--- src/rtl/writeback_unit_pkg.sv ---
// Shared constants and encodings for the write-back stage: widths, result-source
// codes, load funct3 codes and controller states.
package writeback_unit_pkg;

    localparam int DATA_LEN     = 32;
    localparam int REG_ADDR_LEN = 5;

    typedef enum logic [1:0] {
        WB_SRC_ALU  = 2'b00,
        WB_SRC_MEM  = 2'b01,
        WB_SRC_PC4  = 2'b10,
        WB_SRC_NONE = 2'b11
    } wb_src_e;

    localparam logic [2:0] LOAD_LB  = 3'b000;
    localparam logic [2:0] LOAD_LH  = 3'b001;
    localparam logic [2:0] LOAD_LW  = 3'b010;
    localparam logic [2:0] LOAD_LBU = 3'b100;
    localparam logic [2:0] LOAD_LHU = 3'b101;

    typedef enum logic [1:0] {
        WB_IDLE     = 2'b00,
        WB_WAIT_MEM = 2'b01,
        WB_WRITE    = 2'b10
    } wb_state_e;

endpackage

--- src/rtl/writeback_unit_load_formatter.sv ---
// Combinational load formatter: extracts byte/half/word from an aligned memory
// word, applies sign/zero extension and flags misaligned or illegal loads.
module writeback_unit_load_formatter
    import writeback_unit_pkg::*;
#(
    parameter int DATA_W = DATA_LEN
) (
    input  logic [1:0]        addr,
    input  logic [2:0]        funct3,
    input  logic [DATA_W-1:0] word,
    output logic [DATA_W-1:0] data,
    output logic              misaligned,
    output logic              illegal
);

    logic [7:0]  byte_v;
    logic [15:0] half_v;

    always_comb begin
        byte_v     = word[{addr, 3'b000} +: 8];
        half_v     = word[{addr[1], 4'b0000} +: 16];
        data       = word;
        misaligned = 1'b0;
        illegal    = 1'b0;
        case (funct3)
            LOAD_LB:  data = {{(DATA_W-8){byte_v[7]}}, byte_v};
            LOAD_LBU: data = {{(DATA_W-8){1'b0}}, byte_v};
            LOAD_LH: begin
                data       = {{(DATA_W-16){half_v[15]}}, half_v};
                misaligned = addr[0];
            end
            LOAD_LHU: begin
                data       = {{(DATA_W-16){1'b0}}, half_v};
                misaligned = addr[0];
            end
            LOAD_LW:  misaligned = (addr != 2'b00);
            default:  illegal = 1'b1;
        endcase
    end

endmodule

--- src/rtl/writeback_unit.sv ---
// Write-back controller: accepts one result, waits for load data if needed and
// drives the register-file write port. WB_FORWARD_EN adds a same-cycle bypass port.
module writeback_unit
    import writeback_unit_pkg::*;
#(
    parameter int DATA_W = DATA_LEN,
    parameter int ADDR_W = REG_ADDR_LEN
) (
    input  logic              clk,
    input  logic              rst,
    input  logic              in_valid,
    output logic              in_ready,
    input  logic [ADDR_W-1:0] in_rd,
    input  logic [1:0]        in_src,
    input  logic [DATA_W-1:0] in_alu_res,
    input  logic [DATA_W-1:0] in_pc,
    input  logic [2:0]        in_funct3,
    input  logic              mem_rvalid,
    input  logic [DATA_W-1:0] mem_rdata,
    output logic              rf_we,
    output logic [ADDR_W-1:0] rf_waddr,
    output logic [DATA_W-1:0] rf_wdata,
    output logic              wb_done,
    output logic              wb_err
`ifdef WB_FORWARD_EN
    ,
    output logic              fwd_valid,
    output logic [ADDR_W-1:0] fwd_rd,
    output logic [DATA_W-1:0] fwd_data
`endif
);

    wb_state_e         state_q, state_d;
    logic [ADDR_W-1:0] rd_q, rd_d;
    logic [1:0]        addr_q, addr_d;
    logic [2:0]        funct3_q, funct3_d;
    logic              rf_we_q, rf_we_d;
    logic [ADDR_W-1:0] rf_waddr_q, rf_waddr_d;
    logic [DATA_W-1:0] rf_wdata_q, rf_wdata_d;
    logic              wb_done_q, wb_done_d;
    logic              wb_err_q, wb_err_d;

    logic [1:0]        fmt_addr;
    logic [2:0]        fmt_funct3;
    logic [DATA_W-1:0] fmt_data;
    logic              fmt_misaligned;
    logic              fmt_illegal;

    // One formatter serves both the accept-time alignment check (live inputs)
    // and the load-data formatting in WAIT_MEM (latched address/funct3).
    assign fmt_addr   = (state_q == WB_IDLE) ? in_alu_res[1:0] : addr_q;
    assign fmt_funct3 = (state_q == WB_IDLE) ? in_funct3 : funct3_q;

    writeback_unit_load_formatter #(.DATA_W(DATA_W)) u_load_formatter (
        .addr       (fmt_addr),
        .funct3     (fmt_funct3),
        .word       (mem_rdata),
        .data       (fmt_data),
        .misaligned (fmt_misaligned),
        .illegal    (fmt_illegal)
    );

    assign in_ready = (state_q == WB_IDLE);

    always_comb begin
        state_d    = state_q;
        rd_d       = rd_q;
        addr_d     = addr_q;
        funct3_d   = funct3_q;
        rf_we_d    = 1'b0;
        rf_waddr_d = rf_waddr_q;
        rf_wdata_d = rf_wdata_q;
        wb_done_d  = 1'b0;
        wb_err_d   = 1'b0;
        case (state_q)
            WB_IDLE: begin
                if (in_valid) begin
                    rd_d     = in_rd;
                    addr_d   = in_alu_res[1:0];
                    funct3_d = in_funct3;
                    if (in_src == WB_SRC_MEM) begin
                        if (fmt_misaligned || fmt_illegal) begin
                            wb_err_d = 1'b1;
                        end else begin
                            state_d = WB_WAIT_MEM;
                        end
                    end else begin
                        // Outputs are registered, so the WRITE-cycle values are set here.
                        state_d   = WB_WRITE;
                        wb_done_d = 1'b1;
                        if (in_rd != '0 && in_src != WB_SRC_NONE) begin
                            rf_we_d    = 1'b1;
                            rf_waddr_d = in_rd;
                            rf_wdata_d = (in_src == WB_SRC_PC4) ? in_pc + DATA_W'(4) : in_alu_res;
                        end
                    end
                end
            end
            WB_WAIT_MEM: begin
                if (mem_rvalid) begin
                    state_d   = WB_WRITE;
                    wb_done_d = 1'b1;
                    if (rd_q != '0) begin
                        rf_we_d    = 1'b1;
                        rf_waddr_d = rd_q;
                        rf_wdata_d = fmt_data;
                    end
                end
            end
            WB_WRITE: state_d = WB_IDLE;
            default:  state_d = WB_IDLE;
        endcase
    end

    always_ff @(posedge clk) begin
        if (!rst) begin
            state_q    <= WB_IDLE;
            rd_q       <= '0;
            addr_q     <= '0;
            funct3_q   <= '0;
            rf_we_q    <= 1'b0;
            rf_waddr_q <= '0;
            rf_wdata_q <= '0;
            wb_done_q  <= 1'b0;
            wb_err_q   <= 1'b0;
        end else begin
            state_q    <= state_d;
            rd_q       <= rd_d;
            addr_q     <= addr_d;
            funct3_q   <= funct3_d;
            rf_we_q    <= rf_we_d;
            rf_waddr_q <= rf_waddr_d;
            rf_wdata_q <= rf_wdata_d;
            wb_done_q  <= wb_done_d;
            wb_err_q   <= wb_err_d;
        end
    end

    assign rf_we    = rf_we_q;
    assign rf_waddr = rf_waddr_q;
    assign rf_wdata = rf_wdata_q;
    assign wb_done  = wb_done_q;
    assign wb_err   = wb_err_q;

`ifdef WB_FORWARD_EN
    assign fwd_valid = rf_we_q;
    assign fwd_rd    = rf_waddr_q;
    assign fwd_data  = rf_wdata_q;
`endif

endmodule

--- config.mk ---
export PLATFORM = sky130hd
export DESIGN_NAME = writeback_unit
export DESIGN_NICKNAME = d
export VERILOG_FILES = /design/src/rtl/writeback_unit_pkg.sv /design/src/rtl/writeback_unit_load_formatter.sv /design/src/rtl/writeback_unit.sv
export SDC_FILE = /design/constraint.sdc
export NUM_CORES = 1
export LEC_CHECK = 0
export ABC_AREA = 1
export BUFFER_PORTS_ARGS = -buffer_cell sky130_fd_sc_hd__buf_4
export CORE_MARGIN = 2
export CORE_UTILIZATION = 55
export CTS_BUF_LIST = sky130_fd_sc_hd__clkbuf_4
export DETAILED_ROUTE_END_ITERATION = 16
export PLACE_DENSITY_LB_ADDON = 0.3
export SLEW_MARGIN = 20
export SYNTH_ARGS = -nofsm -noshare
export SYNTH_HDL_FRONTEND = slang
export SYNTH_SLANG_ARGS = --single-unit
export TNS_END_PERCENT = 1
--- constraint.sdc ---
create_clock -name clk -period 4 [get_ports clk]
set_input_delay 0.6 -clock clk [delete_from_list [all_inputs] [get_ports clk]]
set_output_delay 0.6 -clock clk [all_outputs]
set_load 0.01 [all_outputs]
==> results.sh <==
export IMPL_status="finished clean"
export IMPL_yosys_warnings=0
export IMPL_hold_path_class="input port to flop"
export IMPL_irDropWorstVdd_v=0.0001731
export IMPL_clock_sinks=52
export IMPL_fin_tns_setup_ns=0
export IMPL_whs_endpoint="wb_err"
export IMPL_use_met3_pct=6.741
export IMPL_leakage_nw=2.453
export IMPL_sequentialPowerShare_pct=34.7
export IMPL_routed_wl_um=15240
export IMPL_gr_usage_met2_pct=65.86
export IMPL_syn_to_final_growth_pct=29.73
export IMPL_grt_ovfl_total=0
export IMPL_r2r_cells=10
export IMPL_ys_ff_latch=52
export IMPL_port_buffers=150
export IMPL_tritoncts="built"
export IMPL_synthCells=687
export IMPL_grt_busiest_layer="met2"
export IMPL_cts_root_buf="clkbuf_4"
export IMPL_yosysSeqAreaShare_pct=25.93
export IMPL_p_sw_mw=0.7775
export IMPL_cp_top_family="simple AND/OR/NAND/NOR gates"
export IMPL_die_area_mm2=0.008000
export IMPL_finalCriticalPeriod_ns=2.474
export IMPL_grt_first_pass_wirelength_um=23300
export IMPL_clk_latency_ns=0.39
export IMPL_syn_nets=798
export IMPL_endpoint_kind="flop"
export IMPL_synth_top_cell_area_share_pct=25.93
export IMPL_rr_startpoint="state_q[1]"
export IMPL_cts_repair_resized=0
export IMPL_coreArea_mm2=0.007176
export IMPL_r2r_end="rf_wdata[10]"
export IMPL_async_reset_ff_share_pct=0
export IMPL_p_comb_share_pct=47.5
export IMPL_dp_hpwl_um=12030
export IMPL_clk_path_buf_depth=2
export IMPL_internal_power_mw=1.071
export IMPL_fmax_ghz=0.4042
export IMPL_cts_setup_buffers=0
export IMPL_cp_cell_sequence="nor2_4 -> nand2_2 -> nand2_4 -> nand2_1 -> nand3_1 -> nand2_1 -> nand2_2 -> nand3_1 -> o21ai_1 -> a21oi_1"
export IMPL_via_per_inst=5.896
export IMPL_dieWidth_um=89.44
export IMPL_maxCapViolCount=0
export IMPL_yosys_top_cells_area="dfxtp_1, nand2_1, a21oi_1"
export IMPL_drt_iter0_drc=656
export IMPL_numCtsBuffers=5
export IMPL_path_buf_inv=0
export IMPL_grt_pass1_vias=4873
export IMPL_track_usage_pct=37.89
export IMPL_place_gp_congestion=1.008
export IMPL_start_util_pct=55.95
export IMPL_drc=0
export IMPL_met1_usage_pct=45.77
export IMPL_cts_max_level=2
export IMPL_start_kind="flop"
export IMPL_yosysTopAreaCell="dfxtp_1"
export IMPL_syn_area_per_cell_um2=5.844
export IMPL_wl_per_cell_um=16.69
export IMPL_num_antenna_cells=0
export IMPL_finClkSkew_ns=0.01443
export IMPL_holdBufCountCts=0
export IMPL_hold_depth=3
export IMPL_slew_violations=0
export IMPL_power_density_mw_per_mm2=354.8
export IMPL_holdCritStartpoint="in_valid"
export IMPL_synth_edf_count=0
export IMPL_clk_pin_slew_worst_paths_ns=0.16
export IMPL_path_max_fanout=24
export IMPL_maxSlewHeadroom_pct=44.08
export IMPL_utilization_pct=72.59
export IMPL_num_vias=5383
export IMPL_synth_flop_cell="dfxtp_1"
export IMPL_io_pins=151
export IMPL_swShare_pct=42.07
export IMPL_ant_nets=0
export IMPL_synth_most_common_cell="nand2_1"
export IMPL_antenna_found_initial=0
export IMPL_clockPowerShare_pct=17.9
export IMPL_rsz0062_at_grt="no"
export IMPL_synth_cell_types=37
export IMPL_worstSetupPathType="flop to flop"
export IMPL_drt_pass1_iterations=5
export IMPL_multi_input_area_mm2=0.002643
export IMPL_drive_gt1_share_pct=22.48
export IMPL_netlist_area_mm2=0.004015
export IMPL_fin_crit_sh_pct=61.85
export IMPL_cp_data_required_time_ns=4.28
export IMPL_rows=31
export IMPL_cp_slowest_cell="dfxtp_1"
export IMPL_synth_commonest_cells="nand2_1, nor2_1, a21oi_1"
export IMPL_fin_nets=924
export IMPL_r2r_setup_slack_ns=1.53
export IMPL_grt_max_degree=46
export IMPL_nFillCells=616
export IMPL_hold_viol=0
export IMPL_setup_viol=0
export IMPL_arrival_ns=2.75
export IMPL_ff_latch_area_mm2=0.001041
export IMPL_die_h_um=89.44
export IMPL_tightest_slew_ns=0.8379
export IMPL_crit_path_max_incr_delay_ns=0.43
[through the flow]
step | std cells | cell area [um2] | worst slack [ns] | power, mW | hold slack, ns
6_report | 913 | 5209 | 1.526 | 1.848 | 0.4618
5_1_grt | 913 | 5209 | 1.352 | 1.951 | 0.4760
4_1_cts | 913 | 5209 | 1.650 | 1.819 | 0.4627
3_5_place_dp | 905 | 5125 | 1.665 | 1.499 | 0.4477
3_3_place_gp | 905 | 5125 | 1.671 | 1.478 | 0.4396
2_1_floorplan | 687 | 4015 | 2.157 | 1.180 | 0.4297
[sequential cells by signal (all words and copies together) (netlist names)]
register,count
rf_wdata,32
rd_q,5
rf_waddr,5
funct3_q,3
addr_q,2
state_q,2
rf_we,1
wb_done,1
wb_err,1
[worst reg2reg max path: stages, from the launching register on]
cell	delay, ns
dfxtp_1	0.43
nor2_4	0.29
nand2_2	0.23
nand2_4	0.24
nand2_1	0.11
nand3_1	0.11
nand2_1	0.07
nand2_2	0.34
nand3_1	0.28
o21ai_1	0.19
a21oi_1	0.08
[area by class of cell]
| type | count | share of cell area, % |
|---|---|---|
| flip-flops and latches | 52 | 19.99 |
| inverters | 45 | 3.243 |
| clock inverters | 2 | 0.7447 |
| clock buffers | 6 | 0.8648 |
| multi-input cells | 556 | 50.73 |
| well taps | 99 | 2.378 |
| repair buffers | 153 | 22.05 |
[worst max path at each step]
stage,from,to,slack [ns],cells after the start
2_1_floorplan,in_pc[2],rf_wdata[24],2.16,11
3_3_place_gp,in_pc[2],rf_wdata[22],1.67,10
3_5_place_dp,in_valid,rf_wdata[6],1.67,9
4_1_cts,state_q[1],rf_wdata[23],1.65,10
5_1_grt,state_q[1],rf_wdata[10],1.35,10
6_report,state_q[1],rf_wdata[10],1.53,10
[power by group through the flow]
stage / Sequential [mW] / Clock, mW / Combinational (mW)
floorplan: 0.667 / 0 / 0.513
global placement: 0.647 / 0 / 0.831
detailed placement: 0.649 / 0 / 0.849
CTS: 0.639 / 0.325 / 0.855
global route: 0.649 / 0.342 / 0.960
finish: 0.641 / 0.330 / 0.877
[per-layer routing]
metal  vias up  part of all wire, %
li1       2531                    -
met1      2401                   37
met2       378                   48
met3        73                   10
met4         0                  4.5
met5         -                    0
[placed cells by master, fill, tap and decap left out, types with 6 or more instances in the layout]
master      n
inv_1      40
a21oi_1    63
clkbuf_4    6
nand2_1   206
o21ai_0    57
nor2_1     72
nand4_1    15
o21ai_1    13
nand3_1    56
a31oi_1     6
buf_4     153
o22ai_1     8
xnor2_1    10
nand3b_1    9
dfxtp_1    52
[cell families (layout without fill, tap and decap cells)]
family	after synthesis	count (layout)	synth area share [%]
and+or+nand+nor	381	381	40.85
AOI/OAI and AO/OA	160	160	21.41
buffers and inverters	79	206	8.445
DFF	52	52	25.93
xor gates and xnor gates	14	14	3.054
adders and majority gates	1	1	0.3116
(Power assumes the default switching activity.)
